### config.mk
export PLATFORM = sky130hd
export DESIGN_NAME = stream_scheduler
export DESIGN_NICKNAME = d
export VERILOG_FILES = /design/src/rtl/resampler_pkg.sv /design/src/rtl/stream_slot.sv /design/src/rtl/stream_scheduler.sv
export SDC_FILE = /design/constraint.sdc
export NUM_CORES = 1
export LEC_CHECK = 0
export CAP_MARGIN = 30
export CORE_AREA = 2 2 245 247
export DETAILED_ROUTE_END_ITERATION = 10
export DIE_AREA = 0 0 247 249
export PLACE_DENSITY = 0.66
export REMOVE_ABC_BUFFERS = 1
export SKIP_LAST_GASP = 1
export SLEW_MARGIN = 20
export SYNTH_ARGS = -nofsm -noshare
export SYNTH_HDL_FRONTEND = slang
export SYNTH_SLANG_ARGS = --single-unit
### constraint.sdc
create_clock -name clk -period 24 [get_ports clk]
set_input_delay 3.6 -clock clk [delete_from_list [all_inputs] [get_ports clk]]
set_output_delay 3.6 -clock clk [all_outputs]
set_load 0.01 [all_outputs]
### src/rtl/resampler_pkg.sv
// Shared widths and FSM state encodings for the multi-stream resampler front end.
package resampler_pkg;

  localparam int DWIDTH         = 16;
  localparam int NR_STREAMS     = 16;
  localparam int NR_STREAMS_LOG = 4;

  typedef enum logic [1:0] {
    IN_IDLE = 2'd0,
    IN_ACK  = 2'd1,
    IN_WAIT = 2'd2
  } in_state_e;

  typedef enum logic {
    OUT_IDLE = 1'b0,
    OUT_ACK  = 1'b1
  } out_state_e;

endpackage

### src/rtl/stream_slot.sv
// One-entry sample buffer with full flag; load takes precedence, data persists after clear.
module stream_slot
  import resampler_pkg::*;
#(
  parameter int W = DWIDTH
) (
  input  logic         clk,
  input  logic         rst,
  input  logic         load,
  input  logic         clear,
  input  logic [W-1:0] din,
  output logic         full,
  output logic [W-1:0] dout
);

  logic         full_q, full_d;
  logic [W-1:0] data_q, data_d;

  // next-state for the slot flag and payload
  always_comb begin
    full_d = full_q;
    data_d = data_q;
    if (load) begin
      full_d = 1'b1;
      data_d = din;
    end else if (clear) begin
      full_d = 1'b0;
    end else begin
      full_d = full_q;
    end
  end

  // slot state register
  always_ff @(posedge clk or posedge rst) begin
    if (rst) begin
      full_q <= 1'b0;
      data_q <= '0;
    end else begin
      full_q <= full_d;
      data_q <= data_d;
    end
  end

  assign full = full_q;
  assign dout = data_q;

endmodule

### src/rtl/stream_scheduler.sv
// Round-robin scheduler interleaving NR_STREAMS sample streams through one shared
// resampling filter, with per-stream input/output slots and output pipeline priming.
module stream_scheduler
  import resampler_pkg::in_state_e, resampler_pkg::IN_IDLE, resampler_pkg::IN_ACK,
         resampler_pkg::IN_WAIT, resampler_pkg::out_state_e, resampler_pkg::OUT_IDLE,
         resampler_pkg::OUT_ACK;
#(
  parameter int DWIDTH         = resampler_pkg::DWIDTH,
  parameter int NR_STREAMS     = resampler_pkg::NR_STREAMS,
  parameter int NR_STREAMS_LOG = resampler_pkg::NR_STREAMS_LOG,
  parameter int PRIME          = 2
) (
  input  logic                         clk,
  input  logic                         rst,
  input  logic [NR_STREAMS-1:0]        src_valid,
  output logic [NR_STREAMS-1:0]        src_ready,
  input  logic [NR_STREAMS*DWIDTH-1:0] src_data,
  input  logic                         flt_req_in,
  output logic                         flt_ack_in,
  output logic [DWIDTH-1:0]            flt_data_in,
  input  logic                         flt_req_out,
  output logic                         flt_ack_out,
  input  logic [DWIDTH-1:0]            flt_data_out,
  output logic [NR_STREAMS-1:0]        dst_valid,
  input  logic [NR_STREAMS-1:0]        dst_ready,
  output logic [NR_STREAMS*DWIDTH-1:0] dst_data,
  output logic [NR_STREAMS_LOG-1:0]    in_ptr,
  output logic [NR_STREAMS_LOG-1:0]    out_ptr,
  output logic                         starve
);

  localparam int PW = (PRIME > 0) ? $clog2(PRIME + 1) : 1;
  localparam logic [NR_STREAMS_LOG-1:0] PTR_LAST = NR_STREAMS_LOG'(NR_STREAMS - 1);

  function automatic logic [NR_STREAMS_LOG-1:0] ptr_next(input logic [NR_STREAMS_LOG-1:0] p);
    if (p == PTR_LAST) begin
      ptr_next = '0;
    end else begin
      ptr_next = p + NR_STREAMS_LOG'(1'b1);
    end
  endfunction

  logic [NR_STREAMS-1:0] src_full_s, src_load_s, src_clr_s;
  logic [NR_STREAMS-1:0] dst_full_s, dst_load_s, dst_clr_s;
  logic [DWIDTH-1:0]     src_dout_s [NR_STREAMS];
  logic [DWIDTH-1:0]     dst_dout_s [NR_STREAMS];

  in_state_e                 in_state_q, in_state_d;
  out_state_e                out_state_q, out_state_d;
  logic [NR_STREAMS_LOG-1:0] in_ptr_q, in_ptr_d, out_ptr_q, out_ptr_d;
  logic [PW-1:0]             prime_cnt_q, prime_cnt_d;
  logic                      flt_ack_in_q, flt_ack_in_d;
  logic                      flt_ack_out_q, flt_ack_out_d;
  logic                      starve_q, starve_d;
  logic [DWIDTH-1:0]         flt_data_in_q, flt_data_in_d;
  logic                      out_xfer_s;

  for (genvar k = 0; k < NR_STREAMS; k++) begin : g_slot
    stream_slot #(.W(DWIDTH)) u_src (
      .clk   (clk),
      .rst   (rst),
      .load  (src_load_s[k]),
      .clear (src_clr_s[k]),
      .din   (src_data[k*DWIDTH +: DWIDTH]),
      .full  (src_full_s[k]),
      .dout  (src_dout_s[k])
    );
    stream_slot #(.W(DWIDTH)) u_dst (
      .clk   (clk),
      .rst   (rst),
      .load  (dst_load_s[k]),
      .clear (dst_clr_s[k]),
      .din   (flt_data_out),
      .full  (dst_full_s[k]),
      .dout  (dst_dout_s[k])
    );
    assign dst_data[k*DWIDTH +: DWIDTH] = dst_dout_s[k];
  end

  assign out_xfer_s = flt_req_out && flt_ack_out_q;

  // slot load/clear strobes; dst slots are only loaded when known empty
  always_comb begin
    src_load_s = src_valid & ~src_full_s;
    dst_clr_s  = dst_full_s & dst_ready;
    src_clr_s  = '0;
    dst_load_s = '0;
    if (in_state_q == IN_ACK) begin
      src_clr_s[in_ptr_q] = 1'b1;
    end else begin
      src_clr_s = '0;
    end
    if ((out_state_q == OUT_ACK) && (prime_cnt_q == '0)) begin
      dst_load_s[out_ptr_q] = 1'b1;
    end else begin
      dst_load_s = '0;
    end
  end

  // input FSM: one sample to the filter per output transfer, strictly in stream order
  always_comb begin
    in_state_d    = in_state_q;
    in_ptr_d      = in_ptr_q;
    flt_ack_in_d  = 1'b0;
    flt_data_in_d = flt_data_in_q;
    starve_d      = 1'b0;
    case (in_state_q)
      IN_IDLE: begin
        if (flt_req_in && src_full_s[in_ptr_q]) begin
          flt_ack_in_d  = 1'b1;
          flt_data_in_d = src_dout_s[in_ptr_q];
          in_state_d    = IN_ACK;
        end else if (flt_req_in) begin
          starve_d = 1'b1;
        end else begin
          in_state_d = IN_IDLE;
        end
      end
      IN_ACK: begin
        in_ptr_d = ptr_next(in_ptr_q);
        if (out_xfer_s) begin
          in_state_d = IN_IDLE;
        end else begin
          in_state_d = IN_WAIT;
        end
      end
      IN_WAIT: begin
        if (out_xfer_s) begin
          in_state_d = IN_IDLE;
        end else begin
          in_state_d = IN_WAIT;
        end
      end
      default: begin
        in_state_d = IN_IDLE;
      end
    endcase
  end

  // output FSM: priming transfers are dropped without moving out_ptr
  always_comb begin
    out_state_d   = out_state_q;
    out_ptr_d     = out_ptr_q;
    prime_cnt_d   = prime_cnt_q;
    flt_ack_out_d = 1'b0;
    case (out_state_q)
      OUT_IDLE: begin
        if (flt_req_out && ((prime_cnt_q != '0) || !dst_full_s[out_ptr_q])) begin
          flt_ack_out_d = 1'b1;
          out_state_d   = OUT_ACK;
        end else begin
          out_state_d = OUT_IDLE;
        end
      end
      OUT_ACK: begin
        out_state_d = OUT_IDLE;
        if (prime_cnt_q != '0) begin
          prime_cnt_d = prime_cnt_q - PW'(1'b1);
        end else begin
          out_ptr_d = ptr_next(out_ptr_q);
        end
      end
      default: begin
        out_state_d = OUT_IDLE;
      end
    endcase
  end

  // scheduler state and registered filter-side outputs
  always_ff @(posedge clk or posedge rst) begin
    if (rst) begin
      in_state_q    <= IN_IDLE;
      out_state_q   <= OUT_IDLE;
      in_ptr_q      <= '0;
      out_ptr_q     <= '0;
      prime_cnt_q   <= PW'(PRIME);
      flt_ack_in_q  <= 1'b0;
      flt_ack_out_q <= 1'b0;
      starve_q      <= 1'b0;
      flt_data_in_q <= '0;
    end else begin
      in_state_q    <= in_state_d;
      out_state_q   <= out_state_d;
      in_ptr_q      <= in_ptr_d;
      out_ptr_q     <= out_ptr_d;
      prime_cnt_q   <= prime_cnt_d;
      flt_ack_in_q  <= flt_ack_in_d;
      flt_ack_out_q <= flt_ack_out_d;
      starve_q      <= starve_d;
      flt_data_in_q <= flt_data_in_d;
    end
  end

  assign src_ready   = ~src_full_s;
  assign dst_valid   = dst_full_s;
  assign flt_ack_in  = flt_ack_in_q;
  assign flt_ack_out = flt_ack_out_q;
  assign flt_data_in = flt_data_in_q;
  assign starve      = starve_q;
  assign in_ptr      = in_ptr_q;
  assign out_ptr     = out_ptr_q;

endmodule

Word-level counts from Yosys, hierarchy flattened:

Index checks and enable logic that the tools add are counted.
W data, S select, Z words.

* register bits: 576
* latch bits: 0
* memory bits (writable): 0
* ROM bits: 0
* output and inout bits: 315
* logic and storage cells: 230
* memories: 0

* add/subtract/negate cells: 3
* multipliers: 0
* div/mod/pow operators: 0
* order comparisons: 5
* equal/unequal tests: 5
* shift operators: 0
* mux-type cells: 91
* bitwise gates (word level): 6
* reductions and logical operators: 47

Operators by type and width (count)
* $mux W1: 75
* $reduce_bool A2 Y1: 33
* $bmux W16 S4: 1
* $mux W16: 4
* $and A16 B16 Y16: 2
* $not A16 Y16: 1
* $lt A4 B5 Y1 const B: 2
* $add A4 B1 Y4 const B: 2
* $bmux W1 S4: 2
* $demux W1 S4: 2
* $eq A4 B4 Y1 const B: 2
* $ge A4 B1 Y1 const B: 2
* $mux W4: 2
* $logic_and A1 B1 Y1: 6
* $mux W2: 3
* $reduce_and A2 Y1: 3
* $ge A5 B5 Y1 const B: 1
* $not A4 Y5: 1
* $logic_not A2 Y1: 2
* $pmux W2 S2: 1
* $ne A3 B3 Y1 const B: 1
* $eq A2 B1 Y1 const B: 1
* $eq A2 B2 Y1 const B: 1
* $not A1 Y1: 2
* other kinds (5): 5

Depth between registers and ports, before layout:

* word-level depth: 7
* gate-level depth with buffers: 9
* mapped depth without buffers: 6

Cells and area by module:

Synthesis repeated with hierarchy kept, for this count alone.

* cell total of the unflattened synthesis: 1564
* area total of the unflattened synthesis: 26056.2 sq um

Modules (own cells, without submodules)
* stream_slot: instances 32, cells an instance 38, area an instance 686.9 sq um, seq. area each 425.4 sq um
* stream_scheduler: instances 1, cells an instance 348, area an instance 4075.2 sq um, seq. area each 777.0 sq um

Worst setup path before layout:

Ideal clock, no wire load.

* path kind: input to register
* from: in src_valid[12]
* to: reg g_slot[12].u_src.data_q[0]
* arrival time: 4.703 ns
* slack: 19.172 ns
* stages: 4
* path buffers: 2
* cells stage by stage: nor2b_1 clkbuf_1 buf_1 mux2_2

* longest elaborated chain between the ends: 1

Ends and longest elaborated chain
* from (decl): RTL line stream_scheduler.sv:15 `input logic [NR_STREAMS-1:0] src_valid,`
* $and A16 B16 Y16: RTL line stream_scheduler.sv:84 `src_load_s = src_valid & ~src_full_s;`
* to (signal assigned): RTL line stream_slot.sv:40 `data_q <= data_d;`
* to (decl): RTL line stream_slot.sv:17 `logic [W-1:0] data_q, data_d;`

Every way passes these cells.
A chain may end at the register's enable or synchronous reset.

Worst setup path after layout:

* from: reg in_ptr_q[2], in the netlist in_ptr[2]
* to: out in_ptr[2]

RTL lines
* from (decl): RTL line stream_scheduler.sv:50 `logic [NR_STREAMS_LOG-1:0] in_ptr_q, in_ptr_d, out_ptr_q, out_ptr_d;`
* from (signal assigned): RTL line stream_scheduler.sv:184 `in_ptr_q <= in_ptr_d;`
* to (decl): RTL line stream_scheduler.sv:27 `output logic [NR_STREAMS_LOG-1:0] in_ptr,`

No word-level cell between the ends.

==> reports/metrics.cfg <==
[grt]
grt-ovfl-total=0
grt_max_degree=181
grt_pass1_vias=17310
grt_pass1_wl_mm=120
antenna_found_initial=13
track_usage_pct=26.6

[route]
via_count=15774
wl_mm=82.1
routedWlPerCell_um=27.5
drcViolationCount=0
dr.first_iter.drc_count=846
via_per_inst=5.29
firstDrtPassIters=5
antenna_left=0

[finish]
multiInputGateArea_um2=9050
mostFrequentLayoutCells=622 x clkdlybuf4s50_1, 572 x dfrtp_1, 518 x mux2_2
seq_area_um2=14400
design_area_um2=33300
fin_nets=2465
final_common_cell=clkdlybuf4s50_1
drive_gt1_share_pct=34.1
stdcell_count=2981
syn_to_final_growth_pct=37.5
fillers=4704

[outcome]
outcome=complete, no violations

[clock_network]
root_buffer=clkbuf_16
hold_buffers=0
cts_buffers=61
clk_pin_slew_ns=0.06
cts_setup_buffers=0
clock_sinks=575
cts_htree_levels=2
ctsResizeCount=0
cts_max_path_buffers=3
cts_tree=done
clkLatencyLatePin_ns=0.62

[setup_path]
cp_cell_sequence=clkdlybuf4s50_1
crit_required_ns=20.40
worstPathArrival_ns=1.97
start_kind=flop
crit_path_max_incr_delay_ns=0.70
critical-path-top-delay-family=buffers and inverters
cp_max_fo=14
path_class=reg2out
crit_slowest_cell=clkdlybuf4s50_1
end_kind=primary output
path_buf_inv=1

[sta]
drv_slew=0
max_clock_freq_mhz=179
finalSetupViolations=0
setup_tns_ns=0
period_needed_ns=5.57
hold_viol=0
worstMarginPinSlew_ns=0.945
post-route-period-util_pct=23.2
clock_skew_ns=0.0267
slew_headroom_pct=37.0
rsz0062_at_grt=no

[logic_synthesis]
netlist_instances=1537
synth_edf_count=0
synth-main-ff-cell=dfrtp_1
async_reset_ff_share_pct=100
synth_cell_types=43
syn_area_per_cell_um2=15.8
syn_area_um2=24200
yosysSeqAreaShare_pct=59.4
yosysWarningCount=0
synth_seq_cells=575

[power]
p_per_area_nw_per_um2=123
peakVddDrop_mv=0.0912
p_leak_nw=14.3
total_power_mw=4.10

[worst_hold_path]
worstHoldPathType=reg2reg

[place]
placed_area_um2=31100
dp_hpwl_mm=59.6
numPortBuffers=622
gp_congestion=0.883
placedCellCount=2850

[die]
rows=89
coreArea_um2=58700
die_area_um2=61500
num_io_pins=623
start_util_pct=41.3
die_h_um=249
chipWidth_um=247

[flow_run]
max_cap_violations=0

-- path summary, 6_finish.rpt --
path	from	to	slack, ns	cells after the start
setup / recovery	in_ptr[2]	in_ptr[2]	18.43	1
hold / removal	prime_cnt_q[0]	prime_cnt_q[0]	0.48	1
setup reg to reg	in_ptr[1]	flt_data_in[9]	20.41	7
hold reg to reg	prime_cnt_q[0]	prime_cnt_q[0]	0.48	1
max in group asynchronous	rst	g_slot[7].u_src.dout[15]	18.50	6
min in group asynchronous	rst	g_slot[6].u_dst.dout[3]	3.49	2
-- flip-flops by register name, indices dropped and copies added, names as in the netlist --
register	flops
in_state_q	2
starve	1
g_slot.u_dst.full	16
g_slot.u_dst.dout	256
flt_ack_in	1
flt_ack_out	1
g_slot.u_src.full	16
in_ptr	4
prime_cnt_q	2
out_ptr	4
flt_data_in	16
g_slot.u_src.dout	256
-- where the power goes --
group	leakage [nW]	total (mW)	switching, mW	internal, mW
clock network	1.02	0.976	0.396	0.580
logic	6.08	1.57	0.681	0.889
registers	7.16	1.55	0.214	1.34
total	14.3	4.10	1.29	2.81
-- synth_stat cells (2+ instances only) --
master | number | area [µm²]
nand4_1 | 2 | 12.5
clkbuf_4 | 2 | 15.0
nor2_4 | 4 | 45.0
ha_1 | 12 | 150
mux2i_1 | 9 | 90.1
nand3_2 | 4 | 40.0
o41ai_1 | 2 | 17.5
mux2_4 | 9 | 135
o22ai_1 | 12 | 75.1
a22oi_1 | 36 | 270
o21ai_0 | 11 | 55.1
nand2b_1 | 4 | 25.0
nor2_1 | 19 | 71.3
mux4_1 | 16 | 420
and2_1 | 2 | 12.5
buf_6 | 9 | 101
nor2b_1 | 21 | 131
buf_2 | 17 | 85.1
buf_1 | 9 | 33.8
nor2_2 | 7 | 43.8
buf_12 | 2 | 40.0
nand3_1 | 5 | 25.0
dfrtp_1 | 574 | 14400
mux2_2 | 518 | 5830
a41oi_1 | 14 | 123
buf_4 | 27 | 203
inv_1 | 42 | 158
mux4_2 | 53 | 1190
xnor2_1 | 3 | 26.3
a21oi_1 | 3 | 15.0
a31oi_1 | 2 | 12.5
clkbuf_1 | 48 | 180
nand2_1 | 29 | 109
-- routing by layer --
layer | vias to the layer above | track usage, % | wire length, µm
met5 | - | 0 | 22
met4 | 4 | 7.13 | 1810
met2 | 531 | 44.6 | 40100
met1 | 8357 | 32.5 | 32400
met3 | 99 | 9.52 | 7750
li1 | 6783 | - | -
-- stage by stage --
stage	worst slack, ns	utilization (%)	hold WS, ns
5_1_grt	18.21	56.8	0.493
2_1_floorplan	4.32	-	0.446
3_5_place_dp	17.56	53.1	0.463
6_report	18.43	56.8	0.479
4_1_cts	18.22	56.6	0.476
3_3_place_gp	17.27	52.8	0.461
-- cell families (layout without fill, tap and decap cells) --
kind of cell	after synthesis	after routing	share of synthesized area [%]
compound gates	82	82	2.44
mux	606	606	31.7
buf+inv	157	814	3.43
xor+xnor	3	3	0.108
flops	575	575	59.4
other cells	0	14	0
fa+ha+maj	12	12	0.620
simple gates	102	102	2.29
-- layout make-up --
cell class / count / area share, %
Multi-Input combinational cell: 805 / 27.1
Inverter: 42 / 0.496
Tap cell: 773 / 2.90
Antenna cell: 14 / 0.105
Clock buffer: 93 / 5.42
Clock inverter: 19 / 0.785
Timing Repair Buffer: 660 / 19.9
Sequential cell: 575 / 43.2
No activity file was read; power rests on OpenSTA's default activity.
